<file path="src/rtl/i8088_bus_pkg.sv">
// Shared types and helpers for the 8088 local-bus HOLD/HLDA arbiter.
package i8088_bus_pkg;

  typedef enum logic [1:0] {
    IDLE      = 2'd0,
    WAIT_HLDA = 2'd1,
    GRANT     = 2'd2,
    RELEASE   = 2'd3
  } hold_state_t;

  localparam int DEF_NREQ       = 2;
  localparam int DEF_MAX_TENURE = 16;
  localparam int DEF_CNT_W      = 8;
  localparam int OWNER_W        = 3;

  // Index of the set bit in a one-hot vector of up to 8 requesters (0 if none).
  function automatic logic [2:0] onehot_to_index(input logic [7:0] oh);
    logic [2:0] idx;
    idx = 3'd0;
    for (int i = 0; i < 8; i++) begin
      idx = idx | (oh[i] ? 3'(i) : 3'd0);
    end
    return idx;
  endfunction

endpackage

</file>
<file path="src/rtl/i8088_hold_arbiter_rr_pick.sv">
// Combinational round-robin picker: the requester at 'ptr' has highest
// priority, priority then falls off in increasing index order with wrap.
module rr_pick
  import i8088_bus_pkg::*;
#(
  parameter int NREQ = DEF_NREQ
) (
  input  logic [NREQ-1:0]    req,
  input  logic [OWNER_W-1:0] ptr,
  output logic               valid,
  output logic [NREQ-1:0]    gnt,
  output logic [OWNER_W-1:0] idx
);

  int         best_d_s;
  int         best_j_s;
  int         dist_s;
  logic [7:0] oh_s;

  // Find the requesting index closest to the pointer (cyclic distance).
  always_comb begin
    best_d_s = NREQ;
    best_j_s = 0;
    dist_s   = 0;
    gnt      = {NREQ{1'b0}};
    oh_s     = 8'd0;
    for (int j = 0; j < NREQ; j++) begin
      dist_s = (j >= int'(ptr)) ? (j - int'(ptr)) : (j + NREQ - int'(ptr));
      if (req[j] && (dist_s < best_d_s)) begin
        best_d_s = dist_s;
        best_j_s = j;
      end else begin
        best_d_s = best_d_s;
      end
    end
    for (int j = 0; j < NREQ; j++) begin
      gnt[j] = (j == best_j_s) && (best_d_s < NREQ);
    end
    oh_s[NREQ-1:0] = gnt;
    valid          = |req;
    idx            = onehot_to_index(oh_s);
  end

endmodule

</file>
<file path="src/rtl/i8088_hold_arbiter.sv">
// Shares the 8088 local bus with NREQ bus masters via HOLD/HLDA. The CPU is
// always given at least one clock between grants; each grant is capped at
// MAX_TENURE cycles (0 = unlimited) and round-robin rotates after each grant.
module i8088_hold_arbiter
  import i8088_bus_pkg::*;
#(
  parameter int NREQ       = DEF_NREQ,
  parameter int MAX_TENURE = DEF_MAX_TENURE,
  parameter int CNT_W      = DEF_CNT_W
) (
  input  logic               CLK,
  input  logic               RESET_N,
  input  logic [NREQ-1:0]    REQ,
  input  logic               HLDA,
  output logic               HOLD,
  output logic [NREQ-1:0]    GNT,
  output logic [OWNER_W-1:0] OWNER,
  output logic               BUSY
);

  localparam bit                 TEN_EN   = (MAX_TENURE != 0);
  localparam logic [CNT_W-1:0]   TEN_LAST = TEN_EN ? CNT_W'(MAX_TENURE - 1) : {CNT_W{1'b0}};
  localparam logic [OWNER_W-1:0] LAST_IDX = OWNER_W'(NREQ - 1);

  hold_state_t        state_r, state_nxt_s;
  logic               hold_r, hold_nxt_s;
  logic [NREQ-1:0]    gnt_r, gnt_nxt_s;
  logic [OWNER_W-1:0] owner_r, owner_nxt_s;
  logic [OWNER_W-1:0] ptr_r, ptr_nxt_s;
  logic [CNT_W-1:0]   cnt_r, cnt_nxt_s;
  logic               busy_r;

  logic               pick_valid_s;
  logic [NREQ-1:0]    pick_gnt_s;
  logic [OWNER_W-1:0] pick_idx_s;
  logic               owner_req_s;
  logic               tenure_end_s;

  rr_pick #(.NREQ(NREQ)) u_pick (
    .req   (REQ),
    .ptr   (ptr_r),
    .valid (pick_valid_s),
    .gnt   (pick_gnt_s),
    .idx   (pick_idx_s)
  );

  // Current owner's request level and the end-of-grant condition.
  always_comb begin
    owner_req_s = 1'b0;
    for (int j = 0; j < NREQ; j++) begin
      owner_req_s = owner_req_s | (REQ[j] & (owner_r == OWNER_W'(j)));
    end
    tenure_end_s = ~owner_req_s | (TEN_EN & (cnt_r == TEN_LAST));
  end

  // Next-state and next-output logic of the HOLD/HLDA handshake.
  always_comb begin
    state_nxt_s = state_r;
    hold_nxt_s  = hold_r;
    gnt_nxt_s   = gnt_r;
    owner_nxt_s = owner_r;
    ptr_nxt_s   = ptr_r;
    cnt_nxt_s   = cnt_r;
    case (state_r)
      IDLE: begin
        gnt_nxt_s = {NREQ{1'b0}};
        if (|REQ) begin
          hold_nxt_s  = 1'b1;
          state_nxt_s = WAIT_HLDA;
        end else begin
          hold_nxt_s  = 1'b0;
        end
      end
      WAIT_HLDA: begin
        if (HLDA) begin
          if (pick_valid_s) begin
            gnt_nxt_s   = pick_gnt_s;
            owner_nxt_s = pick_idx_s;
            cnt_nxt_s   = {CNT_W{1'b0}};
            state_nxt_s = GRANT;
          end else begin
            // Requester withdrew before the CPU let go: hand the bus back.
            hold_nxt_s  = 1'b0;
            gnt_nxt_s   = {NREQ{1'b0}};
            state_nxt_s = RELEASE;
          end
        end else begin
          hold_nxt_s = 1'b1;
        end
      end
      GRANT: begin
        if (!HLDA) begin
          // CPU reclaimed the bus unexpectedly; keep the pointer as it was.
          hold_nxt_s  = 1'b0;
          gnt_nxt_s   = {NREQ{1'b0}};
          state_nxt_s = RELEASE;
        end else if (tenure_end_s) begin
          hold_nxt_s  = 1'b0;
          gnt_nxt_s   = {NREQ{1'b0}};
          ptr_nxt_s   = (owner_r == LAST_IDX) ? {OWNER_W{1'b0}} : (owner_r + 3'd1);
          state_nxt_s = RELEASE;
        end else begin
          cnt_nxt_s = cnt_r + CNT_W'(1);
        end
      end
      RELEASE: begin
        hold_nxt_s = 1'b0;
        gnt_nxt_s  = {NREQ{1'b0}};
        if (!HLDA) begin
          state_nxt_s = IDLE;
        end else begin
          state_nxt_s = RELEASE;
        end
      end
      default: begin
        hold_nxt_s  = 1'b0;
        gnt_nxt_s   = {NREQ{1'b0}};
        state_nxt_s = IDLE;
      end
    endcase
  end

  // State, counter, pointer and registered outputs.
  always_ff @(posedge CLK or negedge RESET_N) begin
    if (!RESET_N) begin
      state_r <= IDLE;
      hold_r  <= 1'b0;
      gnt_r   <= {NREQ{1'b0}};
      owner_r <= {OWNER_W{1'b0}};
      ptr_r   <= {OWNER_W{1'b0}};
      cnt_r   <= {CNT_W{1'b0}};
      busy_r  <= 1'b0;
    end else begin
      state_r <= state_nxt_s;
      hold_r  <= hold_nxt_s;
      gnt_r   <= gnt_nxt_s;
      owner_r <= owner_nxt_s;
      ptr_r   <= ptr_nxt_s;
      cnt_r   <= cnt_nxt_s;
      busy_r  <= (state_nxt_s != IDLE);
    end
  end

  assign HOLD  = hold_r;
  assign GNT   = gnt_r;
  assign OWNER = owner_r;
  assign BUSY  = busy_r;

endmodule
</file>
<file path="config.mk">
export PLATFORM = sky130hd
export DESIGN_NAME = i8088_hold_arbiter
export DESIGN_NICKNAME = d
export VERILOG_FILES = /design/src/rtl/i8088_bus_pkg.sv /design/src/rtl/i8088_hold_arbiter_rr_pick.sv /design/src/rtl/i8088_hold_arbiter.sv
export SDC_FILE = /design/constraint.sdc
export NUM_CORES = 1
export LEC_CHECK = 0
export BUFFER_PORTS_ARGS = -buffer_cell sky130_fd_sc_hd__buf_2
export CORE_MARGIN = 4
export CORE_UTILIZATION = 55
export CTS_BUF_LIST = sky130_fd_sc_hd__clkbuf_4 sky130_fd_sc_hd__clkbuf_8
export DETAILED_ROUTE_END_ITERATION = 10
export PLACE_DENSITY = 0.72
export SLEW_MARGIN = 10
export SYNTH_ARGS = -nofsm -noshare
export SYNTH_HDL_FRONTEND = slang
export SYNTH_HIERARCHICAL = 1
export SYNTH_SLANG_ARGS = --single-unit
</file>
<file path="constraint.sdc">
create_clock -name CLK -period 5.5 [get_ports CLK]
set_input_delay 0.55 -clock CLK [delete_from_list [all_inputs] [get_ports CLK]]
set_output_delay 0.55 -clock CLK [all_outputs]
set_load 0.005 [all_outputs]
</file>
# [Word-level counts from Yosys, hierarchy flattened]
# Index checks and enable logic that the tools add are counted.
[classes] n_addsub=6 order_cmp=5 n_eq_ne=12 muxes=30 n_bitwise=5 n_reduce_logical=16
[op_table] cell="32-bit 2-to-1 mux" n=4
[op_table] cell="32-bit by 3-bit less-than comparator with 1-bit output (second input constant)" n=2
[op_table] cell="32-bit logical NOT" n=1
[op_table] cell="32-bit less-than comparator" n=1
[op_table] cell="8-bit 2-to-1 mux" n=4
[op_table] cell="2-bit 2-to-1 mux" n=9
[op_table] cell="8-bit case mux with 2 select lines" n=1
[op_table] cell="8-bit by 1-bit adder with 8-bit output (second input constant)" n=1
[op_table] cell="8-bit by 4-bit == test with 1-bit output (second input constant)" n=1
[op_table] cell="1-bit 2-to-1 mux" n=8
[op_table] cell="2-bit inequality test (second input constant)" n=4
[op_table] cell="2-bit case mux with 4 select lines" n=1
[op_table] cell="1-bit by 3-bit subtractor with 4-bit output (first input constant)" n=2
[op_table] cell="2-bit by 3-bit subtractor with 4-bit output (first input constant)" n=2
[op_table] cell="1-bit by 3-bit greater-or-equal comparator with 1-bit output (first input constant)" n=2
[op_table] cell="3-bit inequality test (second input constant)" n=2
[op_table] cell="2-bit case mux with 3 select lines" n=1
[op_table] cell="3-bit AND reduction" n=2
[op_table] cell="5-bit AND reduction" n=1
[op_table] cell="2-bit == test (second input constant)" n=2
[op_table] cell="1-bit logical AND" n=4
[op_table] cell="1-bit case mux with 4 select lines" n=1
[op_table] cell="2-bit AND reduction" n=2
[op_table] cell="2-bit nonzero test" n=2
[op_table] cell="11 further kinds" n=14
[totals] reg_bits=20 inputBits=5 out_inout_bits=7 elab_cells=81

# [Longest topological paths before layout]
# Gate-level depths: netlist of the first run.
[logic_depth] depth_word=13 mapped_depth=14

# [By module]
# The synthesis of the first run kept the hierarchy.
[modules_own_cells] module="i8088_hold_arbiter" n_inst=1 cells_each=106 area_each_um2=1073.5
[modules_own_cells] module="rr_pick" n_inst=1 cells_each=50 area_each_um2=361.6

# [Worst setup path before layout of the first run]
# Ideal clock, no wire load.
[synth_timing] kind="reg2reg" from="reg ptr_r[1]" to="reg owner_r[0], in the netlist OWNER[0]" t_arrival_ns=2.487 required_time_ns=5.435 setup_slack_ns=2.948 path_stages_with_launch=15 period_less_slack_ns=2.552 cell_sequence="dfrtp_1 > inv_1 > ha_1 > ha_1 > o21bai_1 > o221a_1 > and2_1 > ha_1 > nor4b_1 > nand2_1 > o21ai_1 > nor2b_1 > buf_4 > nand2_1 > nand2_1"
[synth_between] elab_chain_cells=11 elab_cells_between_ends=19 cone_classes="4 x add/sub; 5 x order compare; 1 x eq/ne; 6 x mux; 3 x reduce/logical"
[synth_lines] item="start: declaration" line="i8088_hold_arbiter.sv:29" source="logic [OWNER_W-1:0] ptr_r, ptr_nxt_s;"
[synth_lines] item="start signal: assignment" line="i8088_hold_arbiter.sv:130" source="ptr_r <= {OWNER_W{1'b0}};"
[synth_lines] item="start signal: assignment" line="i8088_hold_arbiter.sv:138" source="ptr_r <= ptr_nxt_s;"
[synth_lines] item="2-bit by 3-bit subtractor with 4-bit output (tied with other cells)" line="i8088_hold_arbiter_rr_pick.sv:28" source="dist_s = (j >= int'(ptr)) ? (j - int'(ptr)) : (j + NREQ - int'(ptr));"
[synth_lines] item="32-bit 2-to-1 mux" line="i8088_hold_arbiter_rr_pick.sv:28"
[synth_lines] item="32-bit by 3-bit less-than comparator with 1-bit output" line="i8088_hold_arbiter_rr_pick.sv:29" source="if (req[j] && (dist_s < best_d_s)) begin"
[synth_lines] item="1-bit logical AND" line="i8088_hold_arbiter_rr_pick.sv:29"
[synth_lines] item="32-bit 2-to-1 mux" line="i8088_hold_arbiter_rr_pick.sv:29"
[synth_lines] item="32-bit less-than comparator" line="i8088_hold_arbiter_rr_pick.sv:29"
[synth_lines] item="1-bit logical AND" line="i8088_hold_arbiter_rr_pick.sv:29"
[synth_lines] item="32-bit 2-to-1 mux / 1-bit 2-to-1 mux (equally long branches)" line="i8088_hold_arbiter_rr_pick.sv:29"
[synth_lines] item="32-bit by 3-bit less-than comparator with 1-bit output / 1-bit == test (equally long branches)" line="i8088_hold_arbiter_rr_pick.sv:37" source="gnt[j] = (j == best_j_s) && (best_d_s < NREQ);"
[synth_lines] item="1-bit logical AND *" line="i8088_hold_arbiter_rr_pick.sv:37"
[synth_lines] item="named net pick_gnt_s[1]" line="i8088_hold_arbiter.sv:34" source="logic [NREQ-1:0] pick_gnt_s;"
[synth_lines] item="1-bit 2-to-1 mux *" line="i8088_bus_pkg.sv:21" source="idx = idx | (oh[i] ? 3'(i) : 3'd0);"
[synth_lines] item="named net pick_idx_s[0]" line="i8088_hold_arbiter.sv:35" source="logic [OWNER_W-1:0] pick_idx_s;"
[synth_lines] item="end signal: assignment" line="i8088_hold_arbiter.sv:129" source="owner_r <= {OWNER_W{1'b0}};"
[synth_lines] item="end signal: assignment" line="i8088_hold_arbiter.sv:137" source="owner_r <= owner_nxt_s;"
[synth_lines] item="end: declaration" line="i8088_hold_arbiter.sv:28" source="logic [OWNER_W-1:0] owner_r, owner_nxt_s;"
# The timed path passes the listed nets; every way through them passes the cells marked *.
# A chain may end at the register's enable or synchronous reset.

# [Worst setup path in the final report of the first run]
[layout_timing] from="reg ptr_r[1]" to="reg owner_r[0], in the netlist OWNER[0]"
[layout_between] elab_chain_cells=11 elab_cells_between_ends=19 cone_classes="4 x add/sub; 5 x order compare; 1 x eq/ne; 6 x mux; 3 x reduce/logical"
[layout_lines] item="2-bit by 3-bit subtractor with 4-bit output (tied with other cells)" line="i8088_hold_arbiter_rr_pick.sv:28"
[layout_lines] item="32-bit 2-to-1 mux" line="i8088_hold_arbiter_rr_pick.sv:28"
[layout_lines] item="32-bit by 3-bit less-than comparator with 1-bit output" line="i8088_hold_arbiter_rr_pick.sv:29"
[layout_lines] item="1-bit logical AND" line="i8088_hold_arbiter_rr_pick.sv:29"
[layout_lines] item="32-bit 2-to-1 mux" line="i8088_hold_arbiter_rr_pick.sv:29"
[layout_lines] item="32-bit less-than comparator" line="i8088_hold_arbiter_rr_pick.sv:29"
[layout_lines] item="1-bit logical AND" line="i8088_hold_arbiter_rr_pick.sv:29"
[layout_lines] item="32-bit 2-to-1 mux / 1-bit 2-to-1 mux (equally long branches)" line="i8088_hold_arbiter_rr_pick.sv:29"
[layout_lines] item="32-bit by 3-bit less-than comparator with 1-bit output / 1-bit == test (equally long branches)" line="i8088_hold_arbiter_rr_pick.sv:37"
[layout_lines] item="1-bit logical AND *" line="i8088_hold_arbiter_rr_pick.sv:37"
[layout_lines] item="named net pick_gnt_s[1]" line="i8088_hold_arbiter.sv:34"
[layout_lines] item="1-bit 2-to-1 mux *" line="i8088_bus_pkg.sv:21"
# Marked as above.

==> results by group, run 1 <==
Pwr
  – Lkg Pwr: ~0.7 nW
  – Max IR drop VDD: 0.000385 V
  – Power Density: just over 500 nW/um^2
  – Total power: between 700 and 800 uW

Final layout
  – Fillers: 215
  – Ant. Diodes: 0
  – Layout cells sized above 1: 0.146
  – Final nets: 180
  – Final cell count without fillers: about 190
  – Final Util: 0.602
  – Multi-input combinational cell area: 835 sq um
  – Register area: between 500 and 600 sq um
  – Area Overhead vs Synth: 3.84%

Logic synthesis
  – Compound-Gate Fraction of Synth Area: 0.176
  – Adder and majority gate portion of the synthesized area: 0.0872
  – Syn. warnings: 6
  – Sequential share of the synthesized area: 0.349
  – Largest cells by area after synthesis: dfrtp_1 35%, ha_1 8.7%, nand2_1 6.0%
  – Post-synthesis mux area share: 0.0366
  – Post-synthesis xor/xnor area fraction: 0.0244
  – Syn Std Cell Area: 1440 sq um
  – Synth Flop Type: dfrtp_1
  – Top-area cell type share of the netlist area: 0.349
  – Synth unique cells: between 40 and 50
  – Asr flop ratio synth: 1.00
  – Largest area contributor in the netlist: dfrtp_1
  – Gate Count Post-Synth: ~160
  – Mean Syn Cell Area: 9.20 sq um
  – Synth Register Bits: 20
  – Largest family of logic cells by synthesized area: simple AND/OR/NAND/NOR gates
  – Synth Area in Simple Gates: 0.252
  – Number of flops mapped to enable cells by yosys: 0

STA
  – Slew @ Worst Pin: a little under 0.8 ns
  – Worst rel slew slack: 0.470
  – Fin. Hold Viols: 0
  – Setup-failing EPs final: 0
  – Maximum clock rate: 358 MHz
  – Max Slew Vio Count: 0
  – RSZ-0062 raised after global routing: no
  – Setup TNS Final: 0 ns
  – Worst Skew: around 0.0014 ns
  – Final worst path period need: ~2.8 ns
  – Crit share post-route: 0.508

Global routing
  – Largest net degree at the start of global routing: 21
  – Global Route met2 Usage: 0.314
  – Vias in the first global route: 1104
  – All-Layer GR Usage: 0.180
  – First-pass GRT wire length: 4780 microns
  – Met3 Usage GRT: 0.0349
  – Initial antenna violation count: 0
  – Grt met1 use: 0.206
  – Busiest layer in global routing: met2
  – Congestion Overflow GR: 0

Floorplan
  – I/O pin count: 12
  – Die Wd: 59.1 microns
  – Starting density of the core: 0.579
  – Full die area: 3490 sq um
  – Die Ht: between 50 and 60 microns
  – FP Rows: 18
  – Core box area: between 2000 and 2500 sq um

Flow run
  – Max_cap viols: 0

Worst setup path
  – Crit Path Class: register to register
  – Worst Setup Start Kind: register
  – Worst R2R Path Depth: 13
  – Worst r2r src: ptr_r[1]$_DFFE_PN0P_
  – CP Capture Type: register
  – WP data arrival: roughly 3 ns
  – R2R Path End: OWNER[0]$_DFFE_PN0P_
  – Worst path required time: roughly 5.8 ns
  – Flop-to-flop setup slack: between 2 and 3 ns
  – Max FO, Critical Path: 6

Routing
  – Detailed Routing Iterations Pass 1: 4
  – Vias/cell: 6.02
  – Initial DRC count: 30
  – Final ANT Viol Nets: 0
  – Vias: between 1000 and 1500
  – Drt wl/cell: around 15 microns
  – DRC: 0
  – Final wirelength: approximately 2800 microns

CTS
  – CTS clk-pin slew, worst paths: ~0.11 ns
  – Post-CTS setup buffers: 0
  – Clock Latency Late Sink: slightly above 0.3 ns
  – Clock root cell: clkbuf_4
  – Clock sink count: 20
  – CTS tree: yes
  – Htree depth: 1
  – CTS resizes: 0
  – Hold buffers post-CTS: 0
  – Num CTS Buffers: 3
  – Max Buffers Root-to-Sink: 2

Hold path
  – Hold crit path type: input pin to asynchronous set/reset pin

Placement
  – Placer Congestion: roughly 0.84
  – Input/output buffers: 11
  – DP Cell Count: 190
  – Hpwl dp: roughly 2200 microns

Status
  – Status: complete, no violations
[state kept, by name, summed over array words and instances, names as in the netlist]
signal	cells
cnt_r	8
OWNER	3
ptr_r	3
GNT	2
state_r	2
BUSY	1
HOLD	1
[report_power, final]
| part | internal (mW) | leakage [nW] | switching [mW] | total, mW |
|---|---|---|---|---|
| Clock | 0.0405 | 0.0210 | 0.0468 | 0.0873 |
| Sequential | 0.188 | 0.255 | 0.0575 | 0.246 |
| Combinational | 0.195 | 0.427 | 0.234 | 0.429 |
| Total | 0.424 | 0.704 | 0.338 | 0.762 |
[layer usage]
| metal | up-vias | wire length, microns |
|---|---|---|
| met5 | - | 0 |
| met4 | 0 | 58 |
| met3 | 7 | 94 |
| met2 | 17 | 1470 |
| met1 | 571 | 1220 |
| li1 | 573 | - |
[layout make-up]
| cell class | instances | share of cell area |
|---|---|---|
| Tap cell | 30 | 0.0252 |
| Sequential cell | 20 | 0.336 |
| Timing Repair Buffer | 11 | 0.0369 |
| Inverter | 7 | 0.0176 |
| Multi-Input combinational cell | 122 | 0.560 |
| Clock buffer | 4 | 0.0243 |
[synth_stat cells, types with 3 or more instances]
cell type  instances
and2_1             3
buf_4              3
o21ai_0            5
nand2_1           23
a22o_1             3
dfrtp_1           20
nor2b_1            6
inv_1              7
or3_1              3
nor2_1             5
nand2b_1           4
nand4_1            3
a21oi_1            8
mux2i_1            3
nand3_1            6
ha_1              10
or4_1              3
clkbuf_1           3
[stage by stage]
stage / instance area [sq um] / worst slack [ns] / hold slack (ns)
2_1_floorplan: 1440 / 2.95 / 0.254
3_5_place_dp: 1450 / 2.77 / 0.493
4_1_cts: 1490 / 2.74 / 0.176
6_report: 1490 / 2.70 / 0.164
3_3_place_gp: 1450 / 2.86 / 0.492
5_1_grt: 1490 / 2.57 / 0.189
[worst max-delay path by stage]
stage | from | end | cells past startpoint
2_1_floorplan | ptr_r[1]$_DFFE_PN0P_ | OWNER[0]$_DFFE_PN0P_ | 14
3_3_place_gp | ptr_r[1]$_DFFE_PN0P_ | OWNER[0]$_DFFE_PN0P_ | 13
3_5_place_dp | ptr_r[1]$_DFFE_PN0P_ | OWNER[0]$_DFFE_PN0P_ | 13
4_1_cts | ptr_r[1]$_DFFE_PN0P_ | OWNER[0]$_DFFE_PN0P_ | 13
5_1_grt | ptr_r[1]$_DFFE_PN0P_ | GNT[1]$_DFFE_PN0P_ | 12
6_report | ptr_r[1]$_DFFE_PN0P_ | OWNER[0]$_DFFE_PN0P_ | 13
[critical path, stage by stage, from the launching register on]
cell and delay [ns]:
dfrtp_1 0.45, inv_1 0.11, ha_1 0.20, ha_1 0.24
o21bai_1 0.22, o221a_1 0.28, and2_1 0.14, ha_1 0.19
nor4b_1 0.31, nand2_1 0.10, o21ai_1 0.15, nor2b_1 0.19
nand2_1 0.07, nand2_1 0.08
[layout by cell type, fill, tap and decap left out, types with 2 or more instances in the layout]
master and count:
clkbuf_4 3, or3_1 3, and3_1 2, a22o_1 3, xnor2_1 2, inv_1 7
o31ai_1 2, ha_1 10, buf_2 11, and3_2 2, or4_1 3, nand4_1 3
o21bai_1 2, nand2_1 23, nand3_1 6, nor2_1 5, dfrtp_1 20, nand2b_1 4
conb_1 2, mux2i_1 3, o21ai_1 2, nor3_1 2, o21ai_0 5, nor2b_1 6
xor2_1 2, mux2_2 2, a21oi_1 8, o211ai_1 2, and2_1 3
[kinds of logic after synthesis]
kind of cell    count (synthesis)
other cells                     1
buf+inv                        15
flops                          20
mux                             5
xor+xnor                        4
fa+ha+maj                      10
simple gates                   68
compound gates                 33
No activity file was read; power rests on OpenSTA's default activity.
==> inputs of run 2 (changes only) <==
--- a/config.mk
+++ b/config.mk
@@ -5,12 +5,13 @@
 export SDC_FILE = /design/constraint.sdc
 export NUM_CORES = 1
 export LEC_CHECK = 0
+export ABC_AREA = 1
 export BUFFER_PORTS_ARGS = -buffer_cell sky130_fd_sc_hd__buf_2
 export CORE_MARGIN = 4
 export CORE_UTILIZATION = 55
 export CTS_BUF_LIST = sky130_fd_sc_hd__clkbuf_4 sky130_fd_sc_hd__clkbuf_8
 export DETAILED_ROUTE_END_ITERATION = 10
-export PLACE_DENSITY = 0.72
+export PLACE_DENSITY = 0.75
 export SLEW_MARGIN = 10
 export SYNTH_ARGS = -nofsm -noshare
 export SYNTH_HDL_FRONTEND = slang
==> constraint.sdc (replaced) <==
create_clock -name CLK -period 2.5 [get_ports CLK]
set_input_delay 0.25 -clock CLK [delete_from_list [all_inputs] [get_ports CLK]]
set_output_delay 0.25 -clock CLK [all_outputs]
set_load 0.005 [all_outputs]
==> results by group, run 2 <==
CTS
  – Num CTS Buffers: 3
  – CTS clk-pin slew, worst paths: between 0.1 and 0.15 ns
  – Htree depth: 1
  – Max Buffers Root-to-Sink: 2
  – CTS tree: yes
  – Clock root cell: clkbuf_4
  – Clock Latency Late Sink: 0.31 ns
  – Clock sink count: 20

Pwr
  – Switching Share: 0.464
  – Max IR drop VDD: between 0.001 and 0.0015 V
  – Power Density: about 1300 nW/um^2
  – Sequential Power Share: 0.230
  – Pint: between 1 and 1.5 mW
  – Clk pwr share: 0.121
  – Switching power: slightly above 1 mW
  – Lkg Pwr: 0.913 nW
  – Combinational Power Share: 0.649

Routing
  – Detailed Routing Iterations Pass 1: 4
  – Initial DRC count: 73
  – Vias: about 1400
  – Final ANT Viol Nets: 0
  – Drt wl/cell: about 12 microns
  – Final wirelength: between 3000 and 4000 microns
  – Vias/cell: roughly 5.3
  – DRC: 0

Worst setup path
  – Worst path required time: 2.75 ns
  – WP data arrival: roughly 2.8 ns
  – CP Capture Type: register
  – Worst Setup Start Kind: register
  – Worst R2R Path Depth: 23
  – Max FO, Critical Path: 3
  – Crit Path Class: register to register

Floorplan
  – Core box area: 2540 sq um
  – I/O pin count: 12
  – Starting density of the core: 0.594
  – Full die area: approximately 3700 sq um
  – Die Ht: 60.4 microns
  – Die Wd: approximately 60 microns
  – FP Rows: 18

Global routing
  – All-Layer GR Usage: 0.194
  – First-pass GRT wire length: around 5500 microns
  – Largest net degree at the start of global routing: 21
  – Initial antenna violation count: 0
  – Vias in the first global route: ~1300
  – Congestion Overflow GR: 0

Logic synthesis
  – Largest cells by area after synthesis: dfrtp_1 33%, nand2_1 17%, ha_1 8.3%
  – Sequential share of the synthesized area: 0.331
  – Synth Register Bits: 20
  – Synth Flop Type: dfrtp_1
  – Syn. warnings: 6
  – Syn Std Cell Area: 1510 sq um
  – Synth cell count leaders: 70 x nand2_1, 26 x inv_1, 24 x nor2_1
  – Largest area contributor in the netlist: dfrtp_1
  – Asr flop ratio synth: 1.00
  – Number of flops mapped to enable cells by yosys: 0
  – Mean Syn Cell Area: between 7 and 8 sq um
  – Synth unique cells: 25
  – Gate Count Post-Synth: ~220
  – Top-area cell type share of the netlist area: 0.331
  – Most frequent cell after synthesis: nand2_1

Placement
  – Pre-CTS setup slack: -0.0415 ns
  – Placer Congestion: between 0.8 and 0.9
  – Hpwl dp: between 2000 and 2500 microns
  – Input/output buffers: 11
  – DP Cell Count: 254

Status
  – Status: finished with violations
  – Failing checks: setup timing

Hold path
  – Hold crit path type: input pin to register
  – Hold path cells: 3

Final layout
  – Biggest register: cnt_r
  – Final cell count without fillers: 266
  – Commonest non-fill, non-tap cell in the layout: nand2_1
  – Ant. Diodes: 0
  – Layout cells sized above 1: 0.267
  – Final Util: 0.698
  – Max reg flops: 8
  – Most frequent cells in the layout: 70 x nand2_1, 23 x nor2_1, 20 x dfrtp_1, 20 x inv_1, 12 x nand3_1
  – Fillers: slightly below 200
  – Area Overhead vs Synth: 17.4%
  – Register area: approximately 500 sq um
  – Final nets: roughly 250
  – Multi-input combinational cell area: 936 sq um

STA
  – Fin. Hold Viols: 0
  – Setup TNS Final: -0.0462 ns
  – Hold Slack: around 0.28 ns
  – Final worst-path setup slack: -0.0462 ns
  – Worst Skew: around 0.0082 ns
  – Maximum clock rate: slightly below 400 MHz
  – Final worst path period need: 2.55 ns
  – RSZ-0062 raised after global routing: yes
  – Setup-failing EPs final: 1
  – Crit share post-route: 1.02
  – Max Slew Vio Count: 0

Flow run
  – Max_cap viols: 0
[run 2: cell types whose count changed after synthesis, moves of 6 or more]
cell and change:
inv_1 +19, nand2_1 +47, nand2_2 +6, nand3_1 +7, nand3_2 +6, nor2_1 +19, nor2b_1 -6
[run 2: metrics by stage]
step	instance area (sq um)	power [mW]
after detailed placement	1580	1.62
after global routing	1780	2.46
final	1780	2.23
after CTS	1680	1.96
after floorplan	1520	1.36
after global placement	1580	1.55
[run 2: path summary, 6_finish.rpt]
check	startpoint	to	slack (ns)
min in group asynchronous	RESET_N	state_r[1]$_DFF_PN0_	0.41
hold reg to reg	GNT[0]$_DFFE_PN0P_	GNT[0]$_DFFE_PN0P_	0.49
setup reg to reg	ptr_r[1]$_DFFE_PN0P_	GNT[1]$_DFFE_PN0P_	-0.05
hold / removal	HLDA	state_r[1]$_DFF_PN0_	0.28
setup / recovery	ptr_r[1]$_DFFE_PN0P_	GNT[1]$_DFFE_PN0P_	-0.05
max in group asynchronous	RESET_N	cnt_r[1]$_DFFE_PN0P_	1.78
[run 2: cell type report]
cell class	instances	share of cell area
multi-input combinational	161	0.527
sequential	20	0.282
timing repair buffer	21	0.0768
inverter	30	0.0634
tap	30	0.0211
clock inverter	1	0.0169
clock buffer	3	0.0127
[run 2: power groups by stage]
stage	Clock [mW]	Sequential, mW	Combinational (mW)
2_1_floorplan	0	0.513	0.851
3_3_place_gp	0	0.507	1.05
3_5_place_dp	0	0.515	1.11
4_1_cts	0.274	0.512	1.18
5_1_grt	0.295	0.530	1.64
6_report	0.270	0.512	1.44
[run 2: what timing repair did]
item | in CTS | in global routing
gates resized for setup | 8 | 12
pin swaps | 6 | 18
hold buffers | 1 | 0
buffers inserted | 2 | 5
setup endpoints to repair | 1 | 3
hold endpoints to repair | 20 | 0
[run 2: logic make-up (layout without fill, tap and decap cells)]
family / Yosys count / in the layout / share of synthesized area
other cells: 1 / 2 / 0.00248
fa+ha+maj: 10 / 10 / 0.0827
flops: 20 / 20 / 0.331
buf+inv: 35 / 55 / 0.104
compound gates: 16 / 16 / 0.0604
simple gates: 130 / 130 / 0.402
xor+xnor: 3 / 3 / 0.0174
[run 2: metal layers]
metal	up-vias	part of all wire	wire (microns)	GRT usage
met5	-	0	0	0
met4	0	0.010	34	0.0650
met3	4	0.048	160	0.0255
met2	41	0.50	1660	0.327
met1	652	0.44	1450	0.258
li1	711	-	-	-
[run 2: critical path: stages, from the launching register on]
cell	delay, ns
dfrtp_1	0.42
inv_2	0.09
ha_4	0.14
ha_4	0.13
inv_2	0.04
nand2_1	0.05
nand2_1	0.09
nor2_1	0.14
nand2_1	0.09
nand2_2	0.09
inv_2	0.05
nor2_2	0.07
ha_1	0.23
nand2_1	0.08
nand2_1	0.06
nand2_1	0.07
nand2_1	0.06
nand2_1	0.09
nand2_1	0.06
nor2_2	0.10
nand2_1	0.06
nor2_1	0.10
nand3_1	0.08
nand2_1	0.08
==> inputs of run 3 (changes only) <==
--- a/config.mk
+++ b/config.mk
@@ -8,12 +8,12 @@
 export ABC_AREA = 1
 export BUFFER_PORTS_ARGS = -buffer_cell sky130_fd_sc_hd__buf_2
 export CORE_MARGIN = 4
-export CORE_UTILIZATION = 55
+export CORE_UTILIZATION = 53
 export CTS_BUF_LIST = sky130_fd_sc_hd__clkbuf_4 sky130_fd_sc_hd__clkbuf_8
 export DETAILED_ROUTE_END_ITERATION = 10
+export GPL_ROUTABILITY_DRIVEN = 0
 export PLACE_DENSITY = 0.75
 export SLEW_MARGIN = 10
 export SYNTH_ARGS = -nofsm -noshare
 export SYNTH_HDL_FRONTEND = slang
-export SYNTH_HIERARCHICAL = 1
 export SYNTH_SLANG_ARGS = --single-unit
==> results by group, run 3 <==
STA
  – Hold Slack: around 0.33 ns
  – Setup-failing EPs final: 0
  – Crit share post-route: 0.618
  – Setup TNS Final: 0 ns
  – Final worst path period need: around 1.5 ns
  – Maximum clock rate: about 650 MHz
  – Max Slew Vio Count: 0
  – RSZ-0062 raised after global routing: no
  – Worst Skew: 0.000369 ns
  – Fin. Hold Viols: 0

Hold path
  – Hold path cells: 4
  – Hold Crit Endpoint: GNT[0]$_DFFE_PN0P_
  – Min-delay src: REQ[0]
  – Hold crit path type: input pin to register

Pwr
  – Max IR drop VDD: roughly 0.00056 V
  – Lkg Pwr: ~0.54 nW
  – Power Density: 832 nW/um^2
  – Total power: around 880 uW

Final layout
  – Commonest non-fill, non-tap cell in the layout: nand2_1
  – Layout cells sized above 1: 0.170
  – Max reg flops: 8
  – Final nets: roughly 150
  – Area Overhead vs Synth: 9.88%
  – Biggest register: cnt_r
  – Final cell count without fillers: about 170
  – Most frequent cells in the layout: 45 x nand2_1, 16 x dfrtp_1, 14 x nor2_1, 14 x nand3_1
  – Ant. Diodes: 0

Global routing
  – Largest net degree at the start of global routing: 17
  – Congestion Overflow GR: 0
  – First-pass GRT wire length: around 3200 microns
  – Initial antenna violation count: 0
  – Vias in the first global route: roughly 730
  – All-Layer GR Usage: 0.165

Logic synthesis
  – Top-area cell type share of the netlist area: 0.416
  – Syn. warnings: 0
  – Asr flop ratio synth: 1.00
  – Synth unique cells: 26
  – Syn Std Cell Area: slightly below 1000 sq um
  – Synth Flop Type: dfrtp_1
  – Mean Syn Cell Area: 7.40 sq um
  – Most frequent cell after synthesis: nand2_1
  – Synth Register Bits: 16
  – Gate Count Post-Synth: 130
  – Sequential share of the synthesized area: 0.416
  – Largest cells by area after synthesis: dfrtp_1 42%, nand2_1 18%, nand3_1 7.3%
  – Number of flops mapped to enable cells by yosys: 0
  – Largest area contributor in the netlist: dfrtp_1
  – Synth cell count leaders: 45 x nand2_1, 16 x dfrtp_1, 14 x nand3_1, 14 x nor2_1, 9 x inv_1

Worst setup path
  – Worst Setup Start Kind: register
  – CP Capture Type: register
  – CP max stage delay: 0.43 ns
  – Worst R2R Path Depth: 8
  – Crit path max-delay family: simple AND/OR/NAND/NOR gates
  – Crit path buf inv count: 0
  – WP data arrival: 1.73 ns
  – Crit Path Class: register to register
  – CP Cell Sequence: ha_1 > nand2_2 > nor2_2 > nand3_2 > nand3_2 > nand2_4 > nand2_1 > nand2_1
  – Worst path required time: 2.68 ns
  – CP Launch Point: cnt_r[0]$_DFFE_PN0P_
  – Flop-to-flop setup slack: ~0.96 ns
  – Worst r2r src: cnt_r[0]$_DFFE_PN0P_
  – Max FO, Critical Path: 11
  – Slowest cell on the critical path: dfrtp_1
  – R2R Path End: cnt_r[5]$_DFFE_PN0P_

Routing
  – Vias: ~830
  – DRC: 0
  – Vias/cell: 5.01
  – Final wirelength: roughly 1900 microns
  – Final ANT Viol Nets: 0
  – Drt wl/cell: 11.2 microns
  – Detailed Routing Iterations Pass 1: 4
  – Initial DRC count: 19

Floorplan
  – Starting density of the core: 0.557
  – Die Ht: roughly 51 microns
  – Core box area: 1730 sq um
  – I/O pin count: 12
  – Die Wd: just over 50 microns
  – FP Rows: 15
  – Full die area: approximately 2600 sq um

Placement
  – Input/output buffers: 9
  – DP Cell Count: roughly 160
  – Hpwl dp: between 1000 and 1500 microns

CTS
  – CTS resizes: 0
  – Clock Latency Late Sink: around 0.28 ns
  – Clock root cell: clkbuf_4
  – Hold buffers post-CTS: 1
  – Htree depth: 1
  – CTS tree: yes
  – Max Buffers Root-to-Sink: 2
  – Post-CTS setup buffers: 0
  – Clock sink count: 16
  – Num CTS Buffers: 3
  – CTS clk-pin slew, worst paths: 0.09 ns

Flow run
  – Max_cap viols: 0

Status
  – Status: complete, no violations
run 3: how the worst max path moves through the flow:
stage                      endpoint  slack (ns)  depth (start not counted)
2_1_floorplan    GNT[0]$_DFFE_PN0P_        1.16                          9
4_1_cts        cnt_r[5]$_DFFE_PN0P_        0.95                          8
3_5_place_dp   cnt_r[5]$_DFFE_PN0P_        0.96                          8
3_3_place_gp   cnt_r[5]$_DFFE_PN0P_        1.06                          8
6_report       cnt_r[5]$_DFFE_PN0P_        0.96                          8
5_1_grt        cnt_r[7]$_DFFE_PN0P_        0.80                          8
run 3: layer usage:
layer / global-route usage / vias to the layer above / wire length, microns
li1: - / 431 / -
met1: 0.212 / 382 / 836
met2: 0.274 / 17 / 940
met3: 0.0356 / 2 / 71
met4: 0.0538 / 0 / 14
met5: 0 / - / 0
run 3: logic make-up after synthesis:
logic type | count (synthesis) | share of synthesized area
AOI/OAI and AO/OA | 7 | 0.0455
xor gates and xnor gates | 1 | 0.00910
adders and majority gates | 1 | 0.0130
DFF | 16 | 0.416
other | 1 | 0.00390
and+or+nand+nor | 89 | 0.437
buffers and inverters | 15 | 0.0754
run 3: final cells by class:
cell class	count	area, sq um
Multi-Input combinational cell	100	493
Inverter	11	41.3
Sequential cell	16	400
Timing Repair Buffer	10	55.1
Fill cell	181	669
Tap cell	25	31.3
Clock buffer	4	36.3
run 3: stage by stage:
step / instance area, sq um / setup WS (ns) / util
2_1_floorplan: 966 / 1.16 / -
3_3_place_gp: 1010 / 1.06 / 0.586
3_5_place_dp: 1010 / 0.964 / 0.586
4_1_cts: 1060 / 0.948 / 0.612
5_1_grt: 1060 / 0.797 / 0.612
6_report: 1060 / 0.956 / 0.612
run 3: worst register-to-register path: cells and delay by family (launching register included):
| kind | cells | cell delay, ns |
|---|---|---|
| adders and majority gates | 1 | 0.24 |
| DFF | 1 | 0.43 |
| and+or+nand+nor | 7 | 0.78 |
run 3: report_power, final:
part	switching, mW	total [mW]	leakage, nW	internal, mW
Sequential	0.0669	0.397	0.209	0.330
Clock	0.0808	0.169	0.0210	0.0886
Combinational	0.197	0.313	0.306	0.116
Total	0.345	0.879	0.536	0.534
